**config.mk**
```make
export PLATFORM = sky130hd
export DESIGN_NAME = pattern_scan_arbiter_flat
export DESIGN_NICKNAME = d
export VERILOG_FILES = /design/src/rtl/pattern_scan_arbiter_if.sv /design/src/rtl/pattern_scan_arbiter.sv /design/src/flat_wrapper.sv
export SDC_FILE = /design/constraint.sdc
export NUM_CORES = 1
export LEC_CHECK = 0
export BUFFER_PORTS_ARGS = -buffer_cell sky130_fd_sc_hd__clkbuf_2
export CAP_MARGIN = 20
export CORE_UTILIZATION = 51
export DETAILED_ROUTE_END_ITERATION = 12
export GPL_ROUTABILITY_DRIVEN = 0
export PLACE_DENSITY = 0.77
export SETUP_SLACK_MARGIN = 0.02
export SLEW_MARGIN = 20
export SYNTH_ARGS = -nofsm -noshare
export SYNTH_HDL_FRONTEND = slang
export SYNTH_SLANG_ARGS = --single-unit
```
**constraint.sdc**
```tcl
create_clock -name clk -period 2.32 [get_ports clk]
set_input_delay 0.232 -clock clk [delete_from_list [all_inputs] [get_ports clk]]
set_output_delay 0.232 -clock clk [all_outputs]
set_load 0.005 [all_outputs]
```
**src/rtl/pattern_scan_arbiter_if.sv**
```systemverilog
// Request/result bundle between the requesters, the result consumer and pattern_scan_arbiter.
// Config fields are sampled only at grant; the result holds until res_valid && res_ready.
interface pattern_scan_arbiter_if #(
  parameter int NREQ    = 4,
  parameter int MAX_LEN = 8,
  parameter int CNT_W   = 8
);
  localparam int IDW = $clog2(NREQ);
  localparam int PLW = $clog2(MAX_LEN + 1);

  logic [NREQ-1:0]    req;
  logic [NREQ-1:0]    din;
  logic [MAX_LEN-1:0] pattern;
  logic [PLW-1:0]     pat_len;
  logic [CNT_W-1:0]   frame_len;
  logic [NREQ-1:0]    gnt;
  logic               busy;
  logic               res_valid;
  logic               res_ready;
  logic [IDW-1:0]     res_id;
  logic [CNT_W-1:0]   res_count;
  logic               res_abort;

  modport master (
    output req, din, pattern, pat_len, frame_len, res_ready,
    input  gnt, busy, res_valid, res_id, res_count, res_abort
  );

  modport slave (
    input  req, din, pattern, pat_len, frame_len, res_ready,
    output gnt, busy, res_valid, res_id, res_count, res_abort
  );
endinterface

```
**src/rtl/pattern_scan_arbiter.sv**
```systemverilog
// Round-robin grants one serial stream at a time and counts pattern matches over a frame.
// Grant one edge after req; result valid on the last-sample edge; REPORT holds until res_ready.
module pattern_scan_arbiter #(
  parameter int NREQ    = 4,
  parameter int MAX_LEN = 8,
  parameter int CNT_W   = 8
) (
  input logic                  clk,
  input logic                  rst_n,
  pattern_scan_arbiter_if.slave bus
);
  localparam int IDW = $clog2(NREQ);
  localparam int PLW = $clog2(MAX_LEN + 1);

  typedef enum logic [1:0] {
    IDLE   = 2'd0,
    SCAN   = 2'd1,
    REPORT = 2'd2
  } state_t;

  state_t             state_q;
  state_t             state_d;
  logic [IDW-1:0]     rr_ptr_q;
  logic [IDW-1:0]     id_q;
  logic [IDW-1:0]     win;
  logic [IDW-1:0]     cand;
  logic [MAX_LEN-1:0] pat_q;
  logic [MAX_LEN-1:0] sr_q;
  logic [MAX_LEN-1:0] sr_next;
  logic [MAX_LEN-1:0] mask;
  logic [PLW-1:0]     pl_q;
  logic [PLW-1:0]     pl_in;
  logic [CNT_W-1:0]   fl_q;
  logic [CNT_W-1:0]   fl_in;
  logic [CNT_W-1:0]   bits_q;
  logic [CNT_W-1:0]   cnt_q;
  logic               abort_q;
  logic               req_hold;
  logic               hit;
  logic               last_bit;

  // Scan downward so the requester closest to rr_ptr (offset 0) wins.
  always_comb begin
    win  = rr_ptr_q;
    cand = rr_ptr_q;
    for (int k = NREQ - 1; k >= 0; k--) begin
      cand = IDW'((int'(rr_ptr_q) + k) % NREQ);
      if (bus.req[cand]) win = cand;
    end
  end

  always_comb begin
    pl_in = bus.pat_len;
    if (bus.pat_len < PLW'(2))
      pl_in = PLW'(2);
    else if (int'(bus.pat_len) > MAX_LEN)
      pl_in = PLW'(MAX_LEN);
    fl_in = (bus.frame_len == '0) ? CNT_W'(1) : bus.frame_len;
  end

  always_comb begin
    mask = '0;
    for (int i = 0; i < MAX_LEN; i++) mask[i] = (i < int'(pl_q));
  end

  assign req_hold = bus.req[id_q];
  assign sr_next  = {sr_q[MAX_LEN-2:0], bus.din[id_q]};
  assign hit      = (((sr_next ^ pat_q) & mask) == '0) &&
                    ((int'(bits_q) + 1) >= int'(pl_q));
  assign last_bit = (int'(bits_q) + 1) == int'(fl_q);

  always_ff @(posedge clk or negedge rst_n) begin
    if (!rst_n) state_q <= IDLE;
    else        state_q <= state_d;
  end

  // A dropped request wins over the last bit: the abort branch is checked first.
  always_comb begin
    state_d       = state_q;
    bus.gnt       = '0;
    bus.busy      = 1'b1;
    bus.res_valid = 1'b0;
    case (state_q)
      IDLE: begin
        bus.busy = 1'b0;
        if (|bus.req) state_d = SCAN;
      end
      SCAN: begin
        bus.gnt[id_q] = 1'b1;
        if (!req_hold || last_bit) state_d = REPORT;
      end
      REPORT: begin
        bus.res_valid = 1'b1;
        if (bus.res_ready) state_d = IDLE;
      end
      default: state_d = IDLE;
    endcase
  end

  always_ff @(posedge clk or negedge rst_n) begin
    if (!rst_n) begin
      rr_ptr_q <= '0;
      id_q     <= '0;
      pat_q    <= '0;
      pl_q     <= PLW'(2);
      fl_q     <= CNT_W'(1);
      sr_q     <= '0;
      bits_q   <= '0;
      cnt_q    <= '0;
      abort_q  <= 1'b0;
    end else begin
      case (state_q)
        IDLE: begin
          if (|bus.req) begin
            id_q    <= win;
            pat_q   <= bus.pattern;
            pl_q    <= pl_in;
            fl_q    <= fl_in;
            sr_q    <= '0;
            bits_q  <= '0;
            cnt_q   <= '0;
            abort_q <= 1'b0;
          end
        end
        SCAN: begin
          if (!req_hold) begin
            abort_q <= 1'b1;
          end else begin
            sr_q   <= sr_next;
            bits_q <= bits_q + 1'b1;
            if (hit && (cnt_q != '1)) cnt_q <= cnt_q + 1'b1;
          end
        end
        REPORT: begin
          if (bus.res_ready)
            rr_ptr_q <= (int'(id_q) == NREQ - 1) ? '0 : id_q + 1'b1;
        end
        default: ;
      endcase
    end
  end

  assign bus.res_id    = id_q;
  assign bus.res_count = cnt_q;
  assign bus.res_abort = abort_q;
endmodule
```
**src/flat_wrapper.sv**
```systemverilog
// flat-port wrapper written by rule: the top's interface ports become plain ports
module pattern_scan_arbiter_flat 
#(
  parameter int NREQ    = 4,
  parameter int MAX_LEN = 8,
  parameter int CNT_W   = 8
)
  (clk, rst_n, bus_req, bus_din, bus_pattern, bus_pat_len, bus_frame_len, bus_res_ready, bus_gnt, bus_busy, bus_res_valid, bus_res_id, bus_res_count, bus_res_abort);
  pattern_scan_arbiter_if #(.NREQ(NREQ), .MAX_LEN(MAX_LEN), .CNT_W(CNT_W)) bus_i ();
  input logic clk;
  input logic rst_n;
  input wire logic [$bits(bus_i.req)-1:0] bus_req;
  input wire logic [$bits(bus_i.din)-1:0] bus_din;
  input wire logic [$bits(bus_i.pattern)-1:0] bus_pattern;
  input wire logic [$bits(bus_i.pat_len)-1:0] bus_pat_len;
  input wire logic [$bits(bus_i.frame_len)-1:0] bus_frame_len;
  input wire logic [$bits(bus_i.res_ready)-1:0] bus_res_ready;
  output wire logic [$bits(bus_i.gnt)-1:0] bus_gnt;
  output wire logic [$bits(bus_i.busy)-1:0] bus_busy;
  output wire logic [$bits(bus_i.res_valid)-1:0] bus_res_valid;
  output wire logic [$bits(bus_i.res_id)-1:0] bus_res_id;
  output wire logic [$bits(bus_i.res_count)-1:0] bus_res_count;
  output wire logic [$bits(bus_i.res_abort)-1:0] bus_res_abort;
  assign bus_i.req = bus_req;
  assign bus_i.din = bus_din;
  assign bus_i.pattern = bus_pattern;
  assign bus_i.pat_len = bus_pat_len;
  assign bus_i.frame_len = bus_frame_len;
  assign bus_i.res_ready = bus_res_ready;
  assign bus_gnt = bus_i.gnt;
  assign bus_busy = bus_i.busy;
  assign bus_res_valid = bus_i.res_valid;
  assign bus_res_id = bus_i.res_id;
  assign bus_res_count = bus_i.res_count;
  assign bus_res_abort = bus_i.res_abort;
  pattern_scan_arbiter #(.NREQ(NREQ), .MAX_LEN(MAX_LEN), .CNT_W(CNT_W)) u_core (.clk(clk), .rst_n(rst_n), .bus(bus_i));
endmodule
```
==> summary by stage, run 1 <==
Critical path
The critical setup path kind is reg -> reg. STA puts the critical path data arrival time at 2.46 ns. The startpoint of the most critical setup path is u_core.bits_q[1]. The worst register-to-register path begins at u_core.bits_q[1]. STA classifies the critical path startpoint as a flip-flop. The worst path required time is 2.52 ns. The critical path buffer and inverter count is 1. The highest cell delay on the worst timing path is 0.42 ns.

The slowest cell on the critical path is sky130_fd_sc_hd__dfrtp_1. On the critical path the largest part of the delay comes from adder cells. The largest fanout of any net on the critical path is 8. STA classifies the critical path endpoint as a flip-flop.

The critical path goes through ha_2, xor2_2, ha_1, o21ai_1, o2111ai_1, nand3_2, buf_6, nor2_4, mux2_4.

Die
The die extent in x is 77.2 microns. 48 I/O pins were placed. The initial standard-cell utilization of the core is 52.7%. The core area is 5470 sq um. The total die area is 5960 sq um.

The y dimension of the die is 77.2 microns. The number of cell rows is 27.

Pwr
The completed layout was analyzed and its total power is 4.29 mW. In this run the power density over the cells is 1230 nW/um^2. The maximum vdd ir drop is 0.000686 V. The cell leakage power is 1.52 nW.

Yosys
The top cell type by total area after synthesis is sky130_fd_sc_hd__dfrtp_1. The part of the Yosys area used for sequential elements is 43.5%. The top cell type's share of synthesized area is 41.6%.

After synthesis, the share of flip-flops with an asynchronous set or reset is 100%. The Yosys step of the flow raised 0 warnings. Sorting the synthesized cells by area gives the leading types as sky130_fd_sc_hd__dfrtp_1, sky130_fd_sc_hd__mux2_2, sky130_fd_sc_hd__nand2_1. When the netlist entered floorplanning its net count stood at 338. Synthesis inferred 50 register bits.

The top flip-flop cell by instance count after synthesis is sky130_fd_sc_hd__dfrtp_1. The post-synthesis area per instance is 9.71 sq um. Yosys mapped a number of flops with a built-in enable equal to 0.

Synthesis produced 297 cells. The distinct cell type count of the synthesized netlist is 51. The post-synthesis instance area is 2880 sq um.

GRT
For this run the aggregate overflow at the end of global routing stands at 0. The maximum number of pins on one net before global-route repair is 51. The aggregate global-route resource usage is 22.8%.

The number of antenna violations at the first check in global routing is 0. The first global-routing pass estimated 10600 microns of wire. The via count of the first global-routing pass is 2276.

Cells and area
The antenna cell count is 0. The number of fill cells is 459. Compared with the post-synthesis result, the final layout area differs by 21.4%. In the layout the commonest cells are sky130_fd_sc_hd__clkbuf_2, sky130_fd_sc_hd__nand2_1, sky130_fd_sc_hd__dfrtp_1. The fraction of final layout cells sized beyond drive strength 1 is 33.0%. After the last flow step, the layout net total stands at 398. Summing all flip-flop and latch instances after layout gives 1260 sq um. The library cell used most frequently in the layout, excluding fill and tap cells, is sky130_fd_sc_hd__clkbuf_2. The total area of multi-input combinational cells is 1600 sq um. The final standard cell utilization of the core is 64.0%.

Placement
The HPWL after detailed placement is 4500 microns. The count of input and output buffers is 47.

STA
The number of hold violations in the final report is 0. The routed design could run at a clock period as short as 2.26 ns. The number of slew-limit violations in the final report is 0.

Setup violations remaining at the end of the flow were counted as 0. The aggregate negative setup slack is 0 ns. The maximum operating frequency is 442 MHz.

Setup repair after global routing could not meet its margin everywhere. The worst slew slack as a fraction of its limit is 50.1%. The final setup skew is 0.00766 ns.

For the pin with the worst max-slew slack, the measured transition is 0.748 ns. Dividing the final minimum period by the clock period gives 97.6%.

Clocking
The H-tree was split into 2 levels. The clock-pin transition on the worst setup and hold timing paths is 0.10 ns. The tree built by TritonCTS fans out to 50 sinks. Buffers inserted during clock tree synthesis total 5. In this run, post-CTS hold repair placed 0 buffers.

The largest buffer count on any clock path is 2. The clock tree root buffer cell is sky130_fd_sc_hd__clkbuf_8. The clock latency of the later-clocked register in the worst-skew pair is 0.31 ns. TritonCTS built the clock tree.

Detailed routing
In the routed layout, each cell is associated on average with a via count of 5.55. The aggregate routed wire length is 6480 microns. Across all layers, the routed design uses 2388 vias. For this run, design rule violations remaining after detail routing come to 0. Wire segments on met2 add up to 3300 microns in the final route. The first-pass iteration count of the detailed router is 5. After the first detailed-routing iteration, the DRC count stood at 123.

The detail route stage leaves a number of antenna-violating nets equal to 0. In the detailed route, the total length drawn on met3 is 269 microns. The highest routing layer actually used is met4. In the final routed layout, each cell accounts on average for 15.1 microns. After detailed routing, the wire length on met1 is 2850 microns.

Flow run
The number of max-cap violations is 0.

Worst hold path
In this run the worst hold path is classified as in -> async.

Run status
The run finished with clean final reports.
[logic make-up after synthesis]
group	synth area share, %
DFF	43.5
xor gates and xnor gates	6.38
AOI/OAI and AO/OA	15.2
buffers and inverters	3.64
adders and majority gates	4.34
muxes	9.37
and+or+nand+nor	17.6
[power breakdown]
part / leakage [nW] / internal, mW / switching, mW / total, mW
clock: 0.0504 / 0.321 / 0.305 / 0.626
sequential: 0.634 / 1.18 / 0.282 / 1.46
combinational: 0.837 / 1.05 / 1.16 / 2.21
[cell type report]
cell class | instances | share of cell area [%]
Clock buffer | 5 | 1.96
Inverter | 10 | 1.07
Clock inverter | 3 | 1.29
Tap cell | 72 | 2.57
Sequential cell | 50 | 35.9
Multi-Input combinational cell | 223 | 45.8
Timing Repair Buffer | 67 | 11.5
[what timing repair did]
action,in CTS,in global routing
pin swaps,1,9
buffers inserted,3,6
endpoints found under the setup margin,8,10
gates resized for setup,4,18
[sequential cells by signal (all words and copies together), names as in the netlist]
| signal | count |
|---|---|
| u_core.bits_q | 8 |
| u_core.bus.res_count | 8 |
| u_core.fl_q | 8 |
| u_core.pat_q | 8 |
| u_core.sr_q | 7 |
| u_core.pl_q | 4 |
| u_core.bus.res_id | 2 |
| u_core.rr_ptr_q | 2 |
| u_core.state_q | 2 |
| u_core.bus.res_abort | 1 |
[synthesized netlist by cell type, types with 2 or more instances]
cell,number
sky130_fd_sc_hd__buf_1,2
sky130_fd_sc_hd__or4_1,3
sky130_fd_sc_hd__nand3_1,5
sky130_fd_sc_hd__inv_1,10
sky130_fd_sc_hd__o2111ai_1,2
sky130_fd_sc_hd__nor2_1,12
sky130_fd_sc_hd__dfrtp_1,48
sky130_fd_sc_hd__xnor2_1,18
sky130_fd_sc_hd__nor4_1,4
sky130_fd_sc_hd__a21bo_2,2
sky130_fd_sc_hd__a21oi_1,5
sky130_fd_sc_hd__nand2b_1,7
sky130_fd_sc_hd__and2_1,5
sky130_fd_sc_hd__dfstp_2,2
sky130_fd_sc_hd__o22ai_1,2
sky130_fd_sc_hd__a211oi_1,3
sky130_fd_sc_hd__nand2_1,46
sky130_fd_sc_hd__o311ai_0,2
sky130_fd_sc_hd__o41ai_1,2
sky130_fd_sc_hd__mux2_2,17
sky130_fd_sc_hd__clkbuf_1,7
sky130_fd_sc_hd__a21boi_1,3
sky130_fd_sc_hd__nor2b_1,7
sky130_fd_sc_hd__o21ai_0,31
sky130_fd_sc_hd__mux2i_1,3
sky130_fd_sc_hd__nor3_1,5
sky130_fd_sc_hd__ha_1,10
sky130_fd_sc_hd__buf_2,2
sky130_fd_sc_hd__o31ai_1,8
sky130_fd_sc_hd__xor2_1,3
[metrics by stage]
step	hold slack, ns	cells	worst slack, ns	area (sq um)
detailed placement	0.387	414	-0.0306	3230
global placement	0.385	414	0.0496	3230
floorplan	-0.0636	297	0.0911	2880
finish	0.0191	430	0.0554	3500
global route	0.0828	430	-0.0519	3500
CTS	0.0494	425	0.0186	3380
[layer usage]
| layer | up-vias | global-route usage [%] |
|---|---|---|
| li1 | 1167 | - |
| met1 | 1154 | 28.9 |
| met2 | 61 | 39.6 |
| met3 | 6 | 4.88 |
| met4 | 0 | 5.28 |
| met5 | - | 0 |
[worst paths after layout]
kind	to	slack, ns	cells past startpoint
setup / recovery	u_core.bus.res_count[0]	0.06	9
hold / removal	u_core.pat_q[3]	0.02	2
setup reg to reg	u_core.bus.res_count[0]	0.06	9
hold reg to reg	u_core.fl_q[0]	0.50	2
max in group asynchronous	u_core.bits_q[2]	1.85	2
min in group clk	u_core.pl_q[2]	0.13	2
Note: power is estimated with default switching activity, not from simulation.
==> inputs of run 2 (changes only) <==
--- a/config.mk
+++ b/config.mk
@@ -5,12 +5,13 @@
 export SDC_FILE = /design/constraint.sdc
 export NUM_CORES = 1
 export LEC_CHECK = 0
-export BUFFER_PORTS_ARGS = -buffer_cell sky130_fd_sc_hd__clkbuf_2
+export ABC_AREA = 1
 export CAP_MARGIN = 20
-export CORE_UTILIZATION = 51
+export CORE_UTILIZATION = 57
 export DETAILED_ROUTE_END_ITERATION = 12
+export DONT_BUFFER_PORTS = 1
 export GPL_ROUTABILITY_DRIVEN = 0
-export PLACE_DENSITY = 0.77
+export PLACE_DENSITY = 0.76
 export SETUP_SLACK_MARGIN = 0.02
 export SLEW_MARGIN = 20
 export SYNTH_ARGS = -nofsm -noshare
==> summary by stage, run 2 <==
Critical path
Counting stages on the worst path, the most repeated cell is sky130_fd_sc_hd__nand2_1. The largest single stage delay on the critical path is 0.45 ns. For the worst setup path, the data required time is 2.57 ns.

The critical setup path kind is reg -> reg. The largest fanout of any net on the critical path is 8. Data on the critical path arrives at its endpoint at 2.32 ns. The register-to-register path setup slack is 0.25 ns.

The cell class contributing the biggest share of worst-path delay is simple AND/OR/NAND/NOR gates. The signal on the critical path passes through ha_1, nand2_1, nand2_1, inv_1, ha_1, nand2_1, inv_1, nand2_1, nand2_1, nor2_2, nand3_2, nand3_2, nand2_4, nand2_4, nand2_1, nand2_1. STA classifies the critical path endpoint as a flip-flop. STA classifies the critical path startpoint as a flip-flop. Together, buffers and inverters on the worst path number 2. The slowest cell on the critical path is sky130_fd_sc_hd__dfrtp_2.

STA
The worst slew slack as a fraction of its limit is 74.3%. Derived from the worst setup path, the maximum achievable clock frequency is 484 MHz. On the final layout, the worst hold slack is 0.0299 ns. Setup repair after global routing left no endpoint under its margin. Dividing the final minimum period by the clock period gives 89.1%. The clock period could shrink to 2.07 ns.

The number of slew-limit violations in the final report came to 0. The total of endpoints with negative setup slack in the final report is 0. The number of hold violations in the final report was 0. Across the routed clock network, the largest skew measured is 0.0116 ns. For the pin with the worst max-slew slack, the measured transition is 0.381 ns. Adding up every negative setup slack in the final design gives 0 ns.

GRT
For this run, the total global-route usage over all layers was measured as 24.8%. The remaining global-route overflow is 0. The global-route wire length before repair is 10600 microns. The number of antenna violations at the first check in global routing is 0. The via count of the first global-routing pass is 2491. The maximum number of pins on one net before global-route repair is 51.

Yosys
Summed over its instances, the top area cell type makes up 39.3% of the synthesized netlist area. The total number of yosys warnings is 0. The number of nets produced by synthesis is 457. After synthesis, the largest family of logic cells by area is simple AND/OR/NAND/NOR gates. The post-synthesis register bit count is 50. The number of standard cells after synthesis is 416. The proportion of register bits with asynchronous set or reset after synthesis is 100%. The most common cell in the netlist is sky130_fd_sc_hd__nand2_1. Sequential elements use 41.0% of the synthesized area. The post-synthesis area per instance is 7.35 sq um. The multiplexer share of the synthesized area is 0%. In this run, distinct cell masters in the synthesized netlist total 32. After Yosys synthesis, XOR and XNOR cells account for 4.58% of the synthesized area. The synthesized netlist devotes 4.09% of its cell area to adder and majority cells.

Summing the areas of all compound-gate instances in the mapped netlist gives 9.91% of the synthesized area. Yosys mapped a number of flops with a built-in enable equal to 0. The top flip-flop cell by instance count after synthesis is sky130_fd_sc_hd__dfrtp_1. After synthesis, the most frequently instantiated cells are sky130_fd_sc_hd__nand2_1, sky130_fd_sc_hd__inv_1, sky130_fd_sc_hd__dfrtp_1, sky130_fd_sc_hd__nand3_1, sky130_fd_sc_hd__nor2_1.

In the post-synthesis netlist, the biggest area contributors are sky130_fd_sc_hd__dfrtp_1, sky130_fd_sc_hd__nand2_1, sky130_fd_sc_hd__inv_1. The simple logic cell fraction of the synthesized area is 31.0%. The top cell type by total area after synthesis is sky130_fd_sc_hd__dfrtp_1. The post-synthesis instance area is 3060 sq um.

Detailed routing
The first routing iteration left 185 violations. In the routed design, unresolved DRC markers number 0. For this run, the detailed router's first-pass iteration total came to 4. In the detailed route, the total length drawn on met2 is 3000 microns. The wire length per cell after detailed routing is 13.1 microns. For this block, the routed nets add up to 6440 microns of wire. The via count is 2628.

The highest routing layer actually used is met4. The detailed router put a total of 3050 microns of wire on met1. The routed length on met3 is 265 microns. In this run the remaining antenna-violating nets after routing total 0.

Using the TritonRoute via totals, the vias-per-cell ratio works out to 5.36.

Pwr
The clock power share is 15.5%. The part of the total power dissipated in sequential elements is 36.1%. The power density relative to cell area is 1200 nW/um^2. VDD sags by at most 0.000484 V. The internal power is 2.13 mW. The switching power summed over all nets is 1.79 mW. Total power for the finished layout comes to 3.93 mW. Summed over all cells, the static leakage comes to 1.65 nW. The part of the total power dissipated in combinational logic is 48.3%. The share of total power consumed by net switching is 45.7%.

Placement
The count of buffers added on input and output ports is 0. The placed instance count is 479. Once detailed placement completed, the half-perimeter wirelength came to 4690 microns.

Clocking
The clock latency of the later-clocked register in the worst-skew pair is 0.31 ns. The CTS tree is built. The clock drives 50 sinks. The tree is rooted in a sky130_fd_sc_hd__clkbuf_8. The clock-pin transition on the worst setup and hold timing paths is 0.09 ns. No sink is reached through more buffers than the 2 on the longest clock path. The total CTS buffers is 5. The H-tree was split into 2 levels.

Flow run
Max-cap violations in this run came to 0.

Die
The die extent in x is 75.2 microns. The die covers 5660 sq um. The initial standard-cell utilization of the core is 59.5%. The I/O pin total is 48. The number of cell rows is 26. From bottom edge to top edge, the die measures 75.2 microns. The total area inside the core boundary comes to 5140 sq um.

Cells and area
The commonest non-fill, non-tap cell in the layout is sky130_fd_sc_hd__nand2_1. The count of placed standard cells in the final layout, fillers left out is 490. The fraction of final layout cells sized beyond drive strength 1 is 7.86%.

The area added between synthesis and finish is 7.16%. In the final design database the tool counted 460 nets. The top cell types in the final layout, fill and taps aside, are sky130_fd_sc_hd__nand2_1, sky130_fd_sc_hd__inv_1, sky130_fd_sc_hd__dfrtp_1. The antenna cell count is 0.

The final standard cell utilization of the core is 63.7%.

Worst hold path
The path class of the tightest hold or removal check is in -> reg.

Run status
The run finished with clean final reports.
==> run 2: changes by cell type after synthesis, moves of 13 or more <==
cell                      previous run  this run
sky130_fd_sc_hd__nand2_1            46       126
sky130_fd_sc_hd__nand3_1             5        30
sky130_fd_sc_hd__xnor2_1            18         5
sky130_fd_sc_hd__nor2_1             12        30
sky130_fd_sc_hd__mux2_2             17         0
sky130_fd_sc_hd__inv_1              10        60
==> run 2: worst paths after layout <==
kind / cells past startpoint / end / startpoint
hold / removal: 2 / u_core.pat_q[1] / bus_pattern[1]
max in group asynchronous: 2 / u_core.fl_q[0] / rst_n
setup / recovery: 16 / u_core.bus.res_count[6] / u_core.bits_q[0]
hold reg to reg: 2 / u_core.pat_q[2] / u_core.pat_q[2]
setup reg to reg: 16 / u_core.bus.res_count[6] / u_core.bits_q[0]
min in group asynchronous: 2 / u_core.rr_ptr_q[0] / rst_n
==> run 2: cells by family after synthesis <==
kind of cell,count (synthesis)
compound gates,54
xor+xnor,16
fa+ha+maj,10
buf+inv,73
flops,50
simple gates,213
==> run 2: area by class of cell <==
class / instances / area (sq um)
fillers: 450 / 1860
multi-input cells: 293 / 1530
flip-flops and latches: 50 / 1250
inverters: 64 / 240
well taps: 70 / 87.6
clock buffers: 7 / 76.3
repair buffers: 5 / 60.1
clock inverters: 1 / 30.0
==> run 2: metrics by stage <==
step / area (sq um) / setup WS [ns]
finish: 3280 / 0.254
global route: 3280 / 0.0252
CTS: 3260 / 0.188
detailed placement: 3110 / 0.187
global placement: 3110 / 0.266
floorplan: 3060 / 0.403
==> run 2: timing repair <==
action | 4_1_cts | 5_1_grt
hold buffers | 2 | 0
buffers inserted | 0 | 1
setup endpoints to repair | 0 | 8
gates resized for setup | 0 | 3
hold endpoints to repair | 50 | 0
==> run 2: routing by layer <==
metal,up-vias,global-route usage (%)
met5,-,0
met4,0,9.05
met3,10,4.42
met2,69,41.5
met1,1225,32.4
li1,1324,-
==> run 2: worst reg2reg max path, cell delays in order, from the launching register on <==
cell and delay, ns:
sky130_fd_sc_hd__dfrtp_2 0.45, sky130_fd_sc_hd__ha_1 0.24, sky130_fd_sc_hd__nand2_1 0.13, sky130_fd_sc_hd__nand2_1 0.10, sky130_fd_sc_hd__inv_1 0.08, sky130_fd_sc_hd__ha_1 0.22
sky130_fd_sc_hd__nand2_1 0.07, sky130_fd_sc_hd__inv_1 0.03, sky130_fd_sc_hd__nand2_1 0.05, sky130_fd_sc_hd__nand2_1 0.05, sky130_fd_sc_hd__nor2_2 0.09, sky130_fd_sc_hd__nand3_2 0.09
sky130_fd_sc_hd__nand3_2 0.10, sky130_fd_sc_hd__nand2_4 0.08, sky130_fd_sc_hd__nand2_4 0.11, sky130_fd_sc_hd__nand2_1 0.06, sky130_fd_sc_hd__nand2_1 0.06
==> run 2: power groups by stage <==
stage / clock network (mW) / registers [mW] / logic (mW)
global placement: 0 / 1.43 / 1.81
CTS: 0.628 / 1.42 / 1.89
global route: 0.662 / 1.47 / 2.19
detailed placement: 0 / 1.44 / 1.85
floorplan: 0 / 1.35 / 1.55
finish: 0.610 / 1.42 / 1.90
==> inputs of run 3 (changes only) <==
--- a/config.mk
+++ b/config.mk
@@ -7,13 +7,14 @@
 export LEC_CHECK = 0
 export ABC_AREA = 1
 export CAP_MARGIN = 20
-export CORE_UTILIZATION = 57
+export CORE_UTILIZATION = 55
 export DETAILED_ROUTE_END_ITERATION = 12
 export DONT_BUFFER_PORTS = 1
 export GPL_ROUTABILITY_DRIVEN = 0
-export PLACE_DENSITY = 0.76
+export PLACE_DENSITY = 0.74
 export SETUP_SLACK_MARGIN = 0.02
 export SLEW_MARGIN = 20
 export SYNTH_ARGS = -nofsm -noshare
 export SYNTH_HDL_FRONTEND = slang
 export SYNTH_SLANG_ARGS = --single-unit
+export TNS_END_PERCENT = 1
==> summary by stage, run 3 (synthesis results as in run 2) <==
Critical path
The critical path is of the reg -> reg type. The signal arrival time at the worst endpoint is 2.30 ns. The worst register-to-register path begins at u_core.bits_q[0]. The reg-to-reg critical path endpoint is u_core.bus.res_count[2]. Of all nets on the critical path, the largest fanout is 8. The kind of start point of the critical path is a flip-flop. The register-to-register path setup slack is 0.27 ns. The length in cells of the worst reg-to-reg path is 17. STA classifies the critical path endpoint as a flip-flop. The worst path required time is 2.57 ns.

GRT
The aggregate global-route resource usage is 24.4%. Entering global routing, the biggest net connects 51 pins. The global-route wire length before repair is 11400 microns.

The via count of the first global-routing pass is 2474. The remaining global-route overflow is 0. The number of antenna violations at the first check in global routing is 0.

Cells and area
The fraction of final layout cells sized beyond drive strength 1 is 8.10%. The commonest non-fill, non-tap cell in the layout is sky130_fd_sc_hd__nand2_1. The final standard cell utilization of the core is 62.6%. After the last flow step, the layout net total stands at 460. Compared with the post-synthesis result, the final layout area differs by 7.25%. The library cells used most frequently in the layout, excluding fill and tap cells, are sky130_fd_sc_hd__nand2_1, sky130_fd_sc_hd__inv_1, sky130_fd_sc_hd__dfrtp_1.

The antenna cell count is 0. The count of placed standard cells in the final layout, fillers left out is 490.

STA
The slew at the pin with the worst max-slew slack is 0.383 ns. The number of hold violations in the final report is 0. The total of endpoints with negative setup slack in the final report is 0. On the final layout, the worst clock skew is 0.0125 ns. The final hold slack is 0.0265 ns. The aggregate negative setup slack is 0 ns. The minimum period implied by the final worst setup slack is 2.05 ns.

The number of slew-limit violations in the final report is 0. The maximum operating frequency is 488 MHz. The worst slew slack as a fraction of its limit is 74.2%. Dividing the final minimum period by the clock period gives 88.3%. Setup repair after global routing left no endpoint under its margin.

Die
The y dimension of the die is 76.6 microns. The number of cell rows is 26. The I/O pin total is 48. The core area is 5240 sq um. The total die area is 5860 sq um.

The initial standard-cell utilization of the core is 58.4%. The die extent in x is 76.6 microns.

Worst hold path
The path with the worst hold slack has its endpoint at u_core.pat_q[1]. Counting instances, the worst hold path has a depth of 2. The beginning of the worst hold path is bus_pattern[1]. The path class of the tightest hold or removal check is in -> reg.

Pwr
The internal power is 2.13 mW. Across the VDD grid, the largest voltage drop is 0.000477 V. The cell leakage power is 1.65 nW. Power spread over the standard cell area amounts to 1200 nW/um^2. The share of total power consumed by net switching is 45.8%. The part of the total power dissipated in sequential elements is 36.3%. The switching power summed over all nets is 1.80 mW. The part of the total power dissipated in combinational logic is 48.1%. The clock power share is 15.6%.

Detailed routing
The via density per instance is 5.31. In the final routed layout, each cell accounts on average for 13.3 microns. Routed signal wires occupy layers up through met4. Detailed routing inserted a total of 2600 vias. After detailed routing, the total wire length is 6510 microns.

After detailed routing, the number of remaining DRC violations is 0. The detailed router finished its first iteration with 129 violations. The first detailed-routing pass took 4 iterations. The met1 routed wirelength after detailed routing is 3120 microns.

The count of nets left with antenna violations once routing finished came out at 0. The routed length on met3 is 267 microns. Wire segments on met2 add up to 3080 microns in the final route.

Placement
Once detailed placement completed, the half-perimeter wirelength came to 4760 microns. The placed instance count is 479. In this run the tool buffered the top-level ports with 0 buffer cells.

Clocking
Clock-pin slew was measured on the worst setup and hold paths at 0.10 ns. No sink is reached through more buffers than the 2 on the longest clock path. The clock tree root buffer cell is sky130_fd_sc_hd__clkbuf_8. The later pin in the worst-skew pair is clocked with a latency of 0.31 ns. The CTS tree is built. For this design, the sink count on the clock tree is 50.

The total CTS buffers is 5. The number of H-tree levels is 2.

Run status
The run finished with clean final reports.

Flow run
The number of max-cap violations is 0.
run 3: layer usage:
| metal | vias up | track usage, % |
|---|---|---|
| met3 | 5 | 4.91 |
| li1 | 1317 | - |
| met2 | 72 | 39.5 |
| met4 | 0 | 6.54 |
| met5 | - | 0 |
| met1 | 1206 | 33.2 |
run 3: timing repair:
item / in CTS / in global routing
endpoints found under the setup margin: 0 / 8
hold buffers: 2 / 0
hold endpoints to repair: 50 / 0
resized for setup: 0 / 4
buffers inserted: 0 / 1
run 3: cell type report:
cell class	count	area [sq um]
Clock buffer	7	76.3
Clock inverter	1	30.0
Fill cell	466	1960
Inverter	64	240
Multi-Input combinational cell	293	1530
Sequential cell	50	1250
Tap cell	70	87.6
Timing Repair Buffer	5	60.1
run 3: worst max path at each step:
stage | slack, ns | to | cells past startpoint | start
CTS | 0.19 | u_core.bus.res_count[0] | 13 | u_core.bits_q[0]
detailed placement | 0.20 | u_core.bus.res_count[0] | 13 | u_core.bits_q[0]
floorplan | 0.40 | u_core.bus.res_count[6] | 13 | u_core.bits_q[0]
global route | 0.04 | u_core.bus.res_count[2] | 17 | u_core.bits_q[0]
finish | 0.27 | u_core.bus.res_count[2] | 17 | u_core.bits_q[0]
global placement | 0.25 | u_core.bus.res_count[3] | 13 | u_core.bits_q[0]
run 3: per-stage QoR:
step                cell area (sq um)  setup slack [ns]  power (mW)
floorplan                        3060             0.403        2.90
global placement                 3110             0.252        3.23
global route                     3280            0.0409        4.32
detailed placement               3110             0.198        3.30
CTS                              3260             0.190        3.94
finish                           3280             0.271        3.92
run 3: power groups by stage:
stage / Sequential (mW) / Clock, mW / Combinational (mW)
after floorplan: 1.35 / 0 / 1.55
after global placement: 1.43 / 0 / 1.80
after detailed placement: 1.44 / 0 / 1.86
after CTS: 1.42 / 0.628 / 1.89
after global routing: 1.47 / 0.668 / 2.19
final: 1.42 / 0.613 / 1.89
run 3: critical path, cell delays in order (launching register included):
cell and delay, ns:
sky130_fd_sc_hd__dfrtp_2 0.45, sky130_fd_sc_hd__ha_2 0.22, sky130_fd_sc_hd__inv_1 0.06, sky130_fd_sc_hd__nand2_1 0.05
sky130_fd_sc_hd__nand2_1 0.08, sky130_fd_sc_hd__inv_1 0.06, sky130_fd_sc_hd__ha_1 0.26, sky130_fd_sc_hd__nand2_1 0.07
sky130_fd_sc_hd__inv_1 0.04, sky130_fd_sc_hd__nand2_1 0.05, sky130_fd_sc_hd__nand2_1 0.04, sky130_fd_sc_hd__nor2_1 0.10
sky130_fd_sc_hd__nand3_2 0.10, sky130_fd_sc_hd__nand3_2 0.10, sky130_fd_sc_hd__nand2_4 0.08, sky130_fd_sc_hd__nand2_4 0.11
sky130_fd_sc_hd__nand2_1 0.06, sky130_fd_sc_hd__nand2_1 0.07
